==> src/rtl/bus85_trace.sv <==
// 8085 bus-cycle tracer: rebuilds each machine cycle into {type, address, data} and queues it in a FWFT FIFO.
// Optional bus-idle watchdog is built only when BUS85_WDOG_EN is defined.
module bus85_trace #(
    parameter int unsigned DATASIZE   = 8,
    parameter int unsigned ADDRSIZE   = 16,
    parameter int unsigned DEPTH_LOG2 = 4,
    parameter int unsigned WDOG_MAX   = 4096
) (
    input  logic                               clk,
    input  logic                               rst_,
    input  logic [DATASIZE-1:0]                addrdata,
    input  logic [ADDRSIZE-DATASIZE-1:0]       addr,
    input  logic                               ale,
    input  logic                               rd_,
    input  logic                               wr_,
    input  logic                               iom_,
    input  logic                               s1,
    input  logic                               s0,
    input  logic                               inta_,
    input  logic                               trc_rd,
    output logic [3+ADDRSIZE+DATASIZE-1:0]     trc_data,
    output logic                               trc_empty,
    output logic                               trc_full,
    output logic [7:0]                         trc_ovf,
    output logic                               halted,
    output logic                               timeout
);
    localparam int unsigned HI_W  = ADDRSIZE - DATASIZE;
    localparam int unsigned REC_W = 3 + ADDRSIZE + DATASIZE;
    localparam int unsigned DEPTH = 1 << DEPTH_LOG2;
    localparam int unsigned PTR_W = DEPTH_LOG2 + 1;

    localparam logic [1:0] ST_IDLE = 2'd0;
    localparam logic [1:0] ST_ALE  = 2'd1;
    localparam logic [1:0] ST_ADDR = 2'd2;
    localparam logic [1:0] ST_STRB = 2'd3;

    if (WDOG_MAX < 1) begin : g_bad_wdog
        $error("bus85_trace: WDOG_MAX must be at least 1");
    end

    // Registered copies of the bus pins; the FSM never looks at raw inputs
    logic [DATASIZE-1:0] ad_q;
    logic [HI_W-1:0]     ah_q;
    logic                ale_q, rdn_q, wrn_q, iomn_q, s1_q, s0_q, intan_q;

    always_ff @(posedge clk or negedge rst_) begin
        if (!rst_) begin
            ad_q    <= '0;
            ah_q    <= '0;
            ale_q   <= 1'b0;
            rdn_q   <= 1'b1;
            wrn_q   <= 1'b1;
            iomn_q  <= 1'b1;
            s1_q    <= 1'b0;
            s0_q    <= 1'b0;
            intan_q <= 1'b1;
        end else begin
            ad_q    <= addrdata;
            ah_q    <= addr;
            ale_q   <= ale;
            rdn_q   <= rd_;
            wrn_q   <= wr_;
            iomn_q  <= iom_;
            s1_q    <= s1;
            s0_q    <= s0;
            intan_q <= inta_;
        end
    end

    logic [1:0]          state_q, state_d;
    logic [ADDRSIZE-1:0] cyc_addr_q, cyc_addr_d;
    logic [3:0]          stat_q, stat_d;
    logic [DATASIZE-1:0] cyc_data_q, cyc_data_d;
    logic                inta_seen_q, inta_seen_d;
    logic                commit_c;
    logic                strobe_lo_c;

    assign strobe_lo_c = ~rdn_q | ~wrn_q | ~intan_q;

    // Address is captured on every sampled ALE-high cycle, whichever state the FSM is in
    always_comb begin
        state_d     = state_q;
        cyc_addr_d  = cyc_addr_q;
        stat_d      = stat_q;
        cyc_data_d  = cyc_data_q;
        inta_seen_d = inta_seen_q;
        commit_c    = 1'b0;
        if (ale_q) begin
            cyc_addr_d  = {ah_q, ad_q};
            stat_d      = {iomn_q, s1_q, s0_q, intan_q};
            inta_seen_d = 1'b0;
        end
        case (state_q)
            ST_IDLE: if (ale_q) state_d = ST_ALE;
            ST_ALE:  if (!ale_q) state_d = ST_ADDR;
            ST_ADDR: begin
                if (strobe_lo_c) begin
                    state_d     = ST_STRB;
                    cyc_data_d  = ad_q;
                    inta_seen_d = ~intan_q;
                end else if (ale_q) begin
                    state_d = ST_ALE;
                end
            end
            default: begin
                if (strobe_lo_c && ale_q) begin
                    state_d = ST_ALE;
                end else if (strobe_lo_c) begin
                    cyc_data_d  = ad_q;
                    inta_seen_d = inta_seen_q | ~intan_q;
                end else begin
                    commit_c = 1'b1;
                    state_d  = ale_q ? ST_ALE : ST_IDLE;
                end
            end
        endcase
    end

    always_ff @(posedge clk or negedge rst_) begin
        if (!rst_) begin
            state_q     <= ST_IDLE;
            cyc_addr_q  <= '0;
            stat_q      <= 4'hF;
            cyc_data_q  <= '0;
            inta_seen_q <= 1'b0;
        end else begin
            state_q     <= state_d;
            cyc_addr_q  <= cyc_addr_d;
            stat_q      <= stat_d;
            cyc_data_q  <= cyc_data_d;
            inta_seen_q <= inta_seen_d;
        end
    end

    logic [2:0]       type_c;
    logic [REC_W-1:0] rec_c;

    // stat_q = {iom_, s1, s0, inta_}
    always_comb begin
        type_c = 3'd7;
        if (inta_seen_q || !stat_q[0]) begin
            type_c = 3'd5;
        end else begin
            case (stat_q[3:1])
                3'b010:  type_c = 3'd0;
                3'b001:  type_c = 3'd1;
                3'b110:  type_c = 3'd2;
                3'b101:  type_c = 3'd3;
                3'b011:  type_c = 3'd4;
                default: type_c = 3'd7;
            endcase
        end
    end

    assign rec_c = {type_c, cyc_addr_q, cyc_data_q};

    logic [PTR_W-1:0] wptr_q, wptr_d, rptr_q, rptr_d;
    logic             empty_q, empty_d, full_q, full_d;
    logic [7:0]       ovf_q, ovf_d;
    logic             halted_q, halted_d;
    logic             pop_c, push_c;
    logic [REC_W-1:0] mem_q [DEPTH];

    // A commit into a full FIFO still lands when the head is popped on the same edge
    always_comb begin
        pop_c    = trc_rd & ~empty_q;
        push_c   = commit_c & (~full_q | pop_c);
        wptr_d   = push_c ? wptr_q + PTR_W'(1) : wptr_q;
        rptr_d   = pop_c ? rptr_q + PTR_W'(1) : rptr_q;
        empty_d  = (wptr_d == rptr_d);
        full_d   = (wptr_d[PTR_W-1] != rptr_d[PTR_W-1]) &&
                   (wptr_d[PTR_W-2:0] == rptr_d[PTR_W-2:0]);
        ovf_d    = ovf_q;
        if (commit_c && !push_c && ovf_q != 8'hFF) ovf_d = ovf_q + 8'd1;
        halted_d = halted_q | (commit_c && type_c == 3'd4 && cyc_data_q == DATASIZE'(8'h76));
    end

    always_ff @(posedge clk or negedge rst_) begin
        if (!rst_) begin
            wptr_q   <= '0;
            rptr_q   <= '0;
            empty_q  <= 1'b1;
            full_q   <= 1'b0;
            ovf_q    <= '0;
            halted_q <= 1'b0;
        end else begin
            wptr_q   <= wptr_d;
            rptr_q   <= rptr_d;
            empty_q  <= empty_d;
            full_q   <= full_d;
            ovf_q    <= ovf_d;
            halted_q <= halted_d;
        end
    end

    always_ff @(posedge clk) begin
        if (push_c) mem_q[wptr_q[PTR_W-2:0]] <= rec_c;
    end

    assign trc_data  = mem_q[rptr_q[PTR_W-2:0]];
    assign trc_empty = empty_q;
    assign trc_full  = full_q;
    assign trc_ovf   = ovf_q;
    assign halted    = halted_q;

`ifdef BUS85_WDOG_EN
    localparam int unsigned WDOG_W = $clog2(WDOG_MAX + 1);

    logic [WDOG_W-1:0] wdog_q, wdog_d;
    logic              timeout_q, timeout_d;

    // Idle-cycle counter, cleared by every commit and parked at WDOG_MAX
    always_comb begin
        wdog_d = wdog_q;
        if (commit_c)                          wdog_d = '0;
        else if (wdog_q != WDOG_W'(WDOG_MAX))  wdog_d = wdog_q + WDOG_W'(1);
        timeout_d = timeout_q | (wdog_d == WDOG_W'(WDOG_MAX));
    end

    always_ff @(posedge clk or negedge rst_) begin
        if (!rst_) begin
            wdog_q    <= '0;
            timeout_q <= 1'b0;
        end else begin
            wdog_q    <= wdog_d;
            timeout_q <= timeout_d;
        end
    end

    assign timeout = timeout_q;
`else
    assign timeout = 1'b0;
`endif

endmodule

==> config.mk <==
export PLATFORM = sky130hd
export DESIGN_NAME = bus85_trace
export DESIGN_NICKNAME = d
export VERILOG_FILES = /design/src/rtl/bus85_trace.sv
export SDC_FILE = /design/constraint.sdc
export NUM_CORES = 1
export LEC_CHECK = 0
export CORE_UTILIZATION = 40
export CTS_BUF_LIST = sky130_fd_sc_hd__clkbuf_16
export DETAILED_ROUTE_END_ITERATION = 16
export PLACE_DENSITY = 0.59
export RECOVER_POWER = 25
export SYNTH_ARGS = -nofsm -noshare
export SYNTH_HDL_FRONTEND = slang
export SYNTH_SLANG_ARGS = --single-unit
==> constraint.sdc <==
create_clock -name clk -period 3.7 [get_ports clk]
set_input_delay 0.74 -clock clk [delete_from_list [all_inputs] [get_ports clk]]
set_output_delay 0.74 -clock clk [all_outputs]
set_load 0.01 [all_outputs]
**After elaboration in Yosys (flattened, before gate mapping)**

Memory sizes are Yosys's and may differ from the RTL's.
Index checks and enable logic that the tools add are counted.

- Add/sub/neg operators: 3
- Equal/unequal tests: 16
- Reductions and logical operators: 14
- Muxes and demuxes: 24
- Bitwise logic cells: 13

Operator list:

| cell | count |
|---|---|
| $mux 8 | 2 |
| $pmux 8 s2 | 1 |
| $pmux 3 s5 | 1 |
| $add 5x1->5 const B | 2 |
| $mux 1 | 10 |
| $mux 2 | 5 |
| $mux 5 | 2 |
| $eq 3x3->1 const B | 3 |
| $add 8x1->8 const B | 1 |
| $eq 8x7->1 const B | 1 |
| $ne 8x8->1 const B | 1 |
| $eq 3x2->1 const B | 2 |
| $logic_and 1x1->1 | 6 |
| $not 1->1 | 6 |
| $pmux 2 s3 | 1 |
| $eq 5x5->1 | 1 |
| $ne 5x1->1 const B | 1 |
| $or 1x1->1 | 5 |
| $eq 4x4->1 | 1 |
| $reduce_and 2->1 | 2 |
| $eq 3x1->1 const B | 1 |
| $mux 3 | 1 |
| $reduce_or 3->1 | 1 |
| $and 1x1->1 | 2 |
| 10 further kinds | 11 |

- RAM bits: 432
- Output and inout port bits: 39
- Bits of input ports: 26
- Word-level logic and storage cells: 91
- Bits in registers: 75
- Memories kept: 1

Memory list:

| name | words | width | rd ports | clocked after Yosys merged registers in | write ports | RTL line | source |
|---|---|---|---|---|---|---|---|
| mem_q | 16 | 27 | 1 | 0 | 1 | 163 | `logic [REC_W-1:0] mem_q [DEPTH];` |

**Logic depth before layout (Yosys ltp)**

- Depth in word-level cells: 10
- Mapped depth: 7

**Least setup slack after synthesis**

No wires, ideal clock.

- Path kind: input-to-reg
- Start: input port trc_rd
- End: register full_q, in the netlist trc_full
- Stages: 5
- Path slack: 924 ps
- Arrival: 2680 ps
- Data required time: 3604 ps
- Setup time: 96 ps
- Path buffers: 0
- Cell sequence: nand2b_4 a2111oi_4 xnor2_1 xor2_1 nor4_2

- Word-level cells in the longest chain between the ends: 6
- Elaborated cells on any way between the ends: 8
- Classes of those cells: eq/ne: 2; mux: 2; bitwise: 3; reduce/logical: 1

RTL lines:

| what | RTL line | source |
|---|---|---|
| from (decl) | 20 | `input logic trc_rd,` |
| $and 1x1->1 (*) | 167 | `pop_c = trc_rd & ~empty_q;` |
| $or 1x1->1 | 168 | `push_c = commit_c & (~full_q \| pop_c);` |
| $and 1x1->1 | 168 |  |
| $mux 5 | 169 | `wptr_d = push_c ? wptr_q + PTR_W'(1) : wptr_q;` |
| $eq 4x4->1 or $ne 1x1->1 (tied branches) | 173, 172 |  |
| $logic_and 1x1->1 (*) | 172 | `full_d = (wptr_d[PTR_W-1] != rptr_d[PTR_W-1]) &&` |
| named net full_d | 159 | `logic empty_q, empty_d, full_q, full_d;` |
| to (signal assigned) | 191 | `full_q <= full_d;` |
| to (decl) | 159 |  |

The timed path passes the listed nets; every way through them passes the cells marked *.
A chain may end at the register's enable or synchronous reset.

**Worst setup path in the final report**

- Start: register rptr_q[0]
- End: output port trc_data[20]

- Word-level cells in the longest chain between the ends: 1

RTL lines:

| what | RTL line | source |
|---|---|---|
| from (decl) | 158 | `logic [PTR_W-1:0] wptr_q, wptr_d, rptr_q, rptr_d;` |
| from (signal assigned) | 189 | `rptr_q <= rptr_d;` |
| $mem_v2 16x27 | n/a |  |
| to (decl) | 21 | `output logic [3+ADDRSIZE+DATASIZE-1:0] trc_data,` |

Every way passes these cells.

==> flow_metrics.py <==
metrics = {
    "place": {
        "gp_congestion": 0.701,
        "portBuffers": 63,
        "dpl.hpwl_um": 23200,
        "post_dp_cell_area_um2": 21100,
    },
    "synth": {
        "yosysTopAreaCell": "edfxtp_1",
        "syn_nets": 874,
        "syn-cell-area_um2": 19400,
        "synth_area_leaders": "edfxtp_1 (67%), mux4_2 (16%), dfrtp_1 (8.5%), mux2_2 (1.5%), dfstp_2 (1.2%)",
        "synth.most_common_cell": "edfxtp_1",
        "synth_edf_count": 432,
        "synthArstFlopShare": 0.148,
        "synth-seq-cells": 507,
        "dominantRegCellSynth": "edfxtp_1",
        "syn_inst": 838,
        "ys_seq_area_frac": 0.767,
        "yosysWarnings": 0,
        "synth_area_per_cell_um2": 23.1,
        "synth_top_cell_area_share": 0.670,
        "synth_commonest_cells": "edfxtp_1 (432), mux4_2 (135), dfrtp_1 (66), mux2_2 (26)",
        "yosysUniqueCellTypes": 50,
    },
    "status": {
        "violations": "max-capacitance violations, max-slew violations",
        "status": "finished with violations",
    },
    "timing": {
        "fin_crit_ns": 3.62,
        "hold_violations": 0,
        "clock.fmax_mhz": 276,
        "worst_slew_margin_rel": -0.215,
        "fin_crit_sh": 0.979,
        "drv_slew": 33,
        "rsz0062_at_grt": "false",
        "setup_viol": 0,
        "tightest_slew_ns": 1.82,
        "holdWs_ns": 0.470,
        "fin_skew_ns": 0.0139,
    },
    "finish": {
        "drive_gt1_frac": 0.306,
        "fin_nets": 1004,
        "fin_area_um2": 22700,
        "num_antenna_cells": 0,
        "post-route-util": 0.476,
        "syn_to_final_growth_pct": 17.4,
    },
    "worst_hold_path": {
        "hold_path.class": "flip-flop to flip-flop",
    },
    "global_route": {
        "grt_max_degree": 72,
        "gr-total-overflow": 0,
        "grt_first_pass_wirelength_um": 61200,
        "grt.total_usage": 0.171,
        "grt_pass1_vias": 9338,
        "grt_antenna_before_repair": 1,
    },
    "power_and_ir_drop": {
        "leakage_nw": 7.63,
        "totalPowerFinal_w": 0.0161,
        "power_density_nw_per_um2": 709,
        "internal_power_w": 0.0117,
        "pwr-share-clk": 0.288,
        "vdd_drop_max_mv": 0.592,
        "p_switching_w": 0.00442,
        "pwr-share-comb": 0.271,
        "p_sw_frac": 0.274,
        "pwr-share-seq": 0.441,
    },
    "flow_run": {
        "cap_violations": 1,
    },
    "drt": {
        "ant_nets": 0,
        "first_pass_iters": 5,
        "drtIter0Drc": 568,
        "wirelength_um": 40900,
        "via_per_inst": 5.44,
        "drcViolationCount": 0,
        "vias": 8829,
        "wl_per_cell_um": 25.2,
    },
    "worst_setup_path": {
        "end_kind": "output pin",
        "crit_fanout": 3,
        "slowest_stage": "mux4_2",
        "path_cells": "buf_4 > buf_4 > mux4_2 > mux4_2 > clkdlybuf4s50_1",
        "arrival_ns": 2.88,
        "worstPathRequired_ns": 2.96,
        "critPathMaxStageDelay_ns": 0.52,
        "critical_path_class": "flip-flop to output pin",
        "start_kind": "flip-flop",
    },
    "clocking": {
        "h-tree-depth": 2,
        "postCtsHoldBufs": 0,
        "cts.sinks": 507,
        "clk_latency_ns": 0.58,
        "numCtsBuffers": 51,
        "clock-root-buffer": "clkbuf_16",
        "cts_max_path_buffers": 3,
        "cts_tree": "built",
        "clk_pin_slew_worst_paths_ns": 0.06,
    },
    "floorplanning": {
        "fp.dieW_um": 222,
        "std_cell_rows": 80,
        "dieArea_um2": 49300,
        "io_pins": 65,
        "start_util": 0.406,
        "core_area_um2": 47700,
        "die_h_um": 222,
    },
}
-- per-layer routing --
metal | global-route usage | part of all wire
met1 | 0.243 | 0.44
met2 | 0.273 | 0.49
met3 | 0.0254 | 0.046
met4 | 0.0513 | 0.021
met5 | 0 | 0
-- flip-flops by register name, summed over array words and instances, names as in the netlist --
signal       count
wrn_q            1
ah_q             8
intan_q          1
rdn_q            1
stat_q           4
halted           1
wptr_q           5
inta_seen_q      1
trc_empty        1
cyc_addr_q      16
state_q          2
trc_full         1
ale_q            1
trc_ovf          8
s0_q             1
rptr_q           5
cyc_data_q       8
ad_q             8
mem_q          432
iomn_q           1
s1_q             1
-- path summary, 6_finish.rpt --
kind / cells after the start / slack, ns / startpoint / endpoint
setup / recovery: 5 / 0.08 / rptr_q[0] / trc_data[20]
hold / removal: 1 / 0.47 / ah_q[0] / cyc_addr_q[8]
setup reg to reg: 6 / 0.99 / state_q[0] / mem_q[10][26]
hold reg to reg: 1 / 0.47 / ah_q[0] / cyc_addr_q[8]
max in group asynchronous: 2 / 1.37 / rst_ / s1_q
min in group asynchronous: 1 / 0.65 / rst_ / trc_ovf[0]
-- cells by family (layout without fill, tap and decap cells) --
logic type / Yosys count / count (layout) / share of synthesized area
DFF: 507 / 507 / 0.767
muxes: 165 / 165 / 0.174
and+or+nand+nor: 67 / 67 / 0.0211
buffers and inverters: 48 / 217 / 0.0123
xor gates and xnor gates: 23 / 23 / 0.0111
AOI/OAI and AO/OA: 17 / 17 / 0.00698
adders and majority gates: 10 / 10 / 0.00646
other: 1 / 1 / 0.000194
-- final cells by class --
cell class                      count  area, um2
Clock buffer                       53       1330
Sequential cell                   507      14900
Tap cell                          615        769
Clock inverter                     39        183
Multi-Input combinational cell    283       4280
Timing Repair Buffer              115       1260
Inverter                           10       37.5
Fill cell                        3822      25000
-- worst max-delay path, delay by kind of cell (launching register included) --
family,cells,cell delay (ns)
mux,2,1.02
flops,1,0.44
buf+inv,3,0.84
-- per-stage QoR --
stage	setup WS (ns)	cells	setup TNS (ns)
2_1_floorplan	0.924	838	0
3_5_place_dp	0.352	1521	0
3_3_place_gp	0.345	1521	0
5_1_grt	0.0104	1622	0
4_1_cts	-0.0143	1618	-0.0268
6_report	0.0767	1622	0
-- timing repair --
item	CTS	global route
endpoints found under the setup margin	27	12
setup buffers	5	3
resized for setup	15	13
cloned	0	1
-- power groups by stage --
stage | clock network [W] | registers (W) | logic [W]
global placement | 0 | 0.00727 | 0.00435
finish | 0.00464 | 0.00711 | 0.00437
floorplan | 0 | 0.00701 | 0.00297
global route | 0.00498 | 0.00717 | 0.00468
detailed placement | 0 | 0.00731 | 0.00437
CTS | 0.00477 | 0.00712 | 0.00444
-- placed cells by master, fill, tap and decap left out, drive strengths merged, types with 12 or more instances in the layout --
cell           Yosys  final
edfxtp           432    432
and2              12     12
dfrtp             66     66
buf               26     50
clkbuf            12     56
inv               10     33
mux4             135    135
clkinv             0     13
mux2              29     29
clkdlybuf4s50      0     16
dlygate4sd3        0     23
dlygate4sd2        0     12
xnor2             12     12
Note: power is estimated with default switching activity, not from simulation.
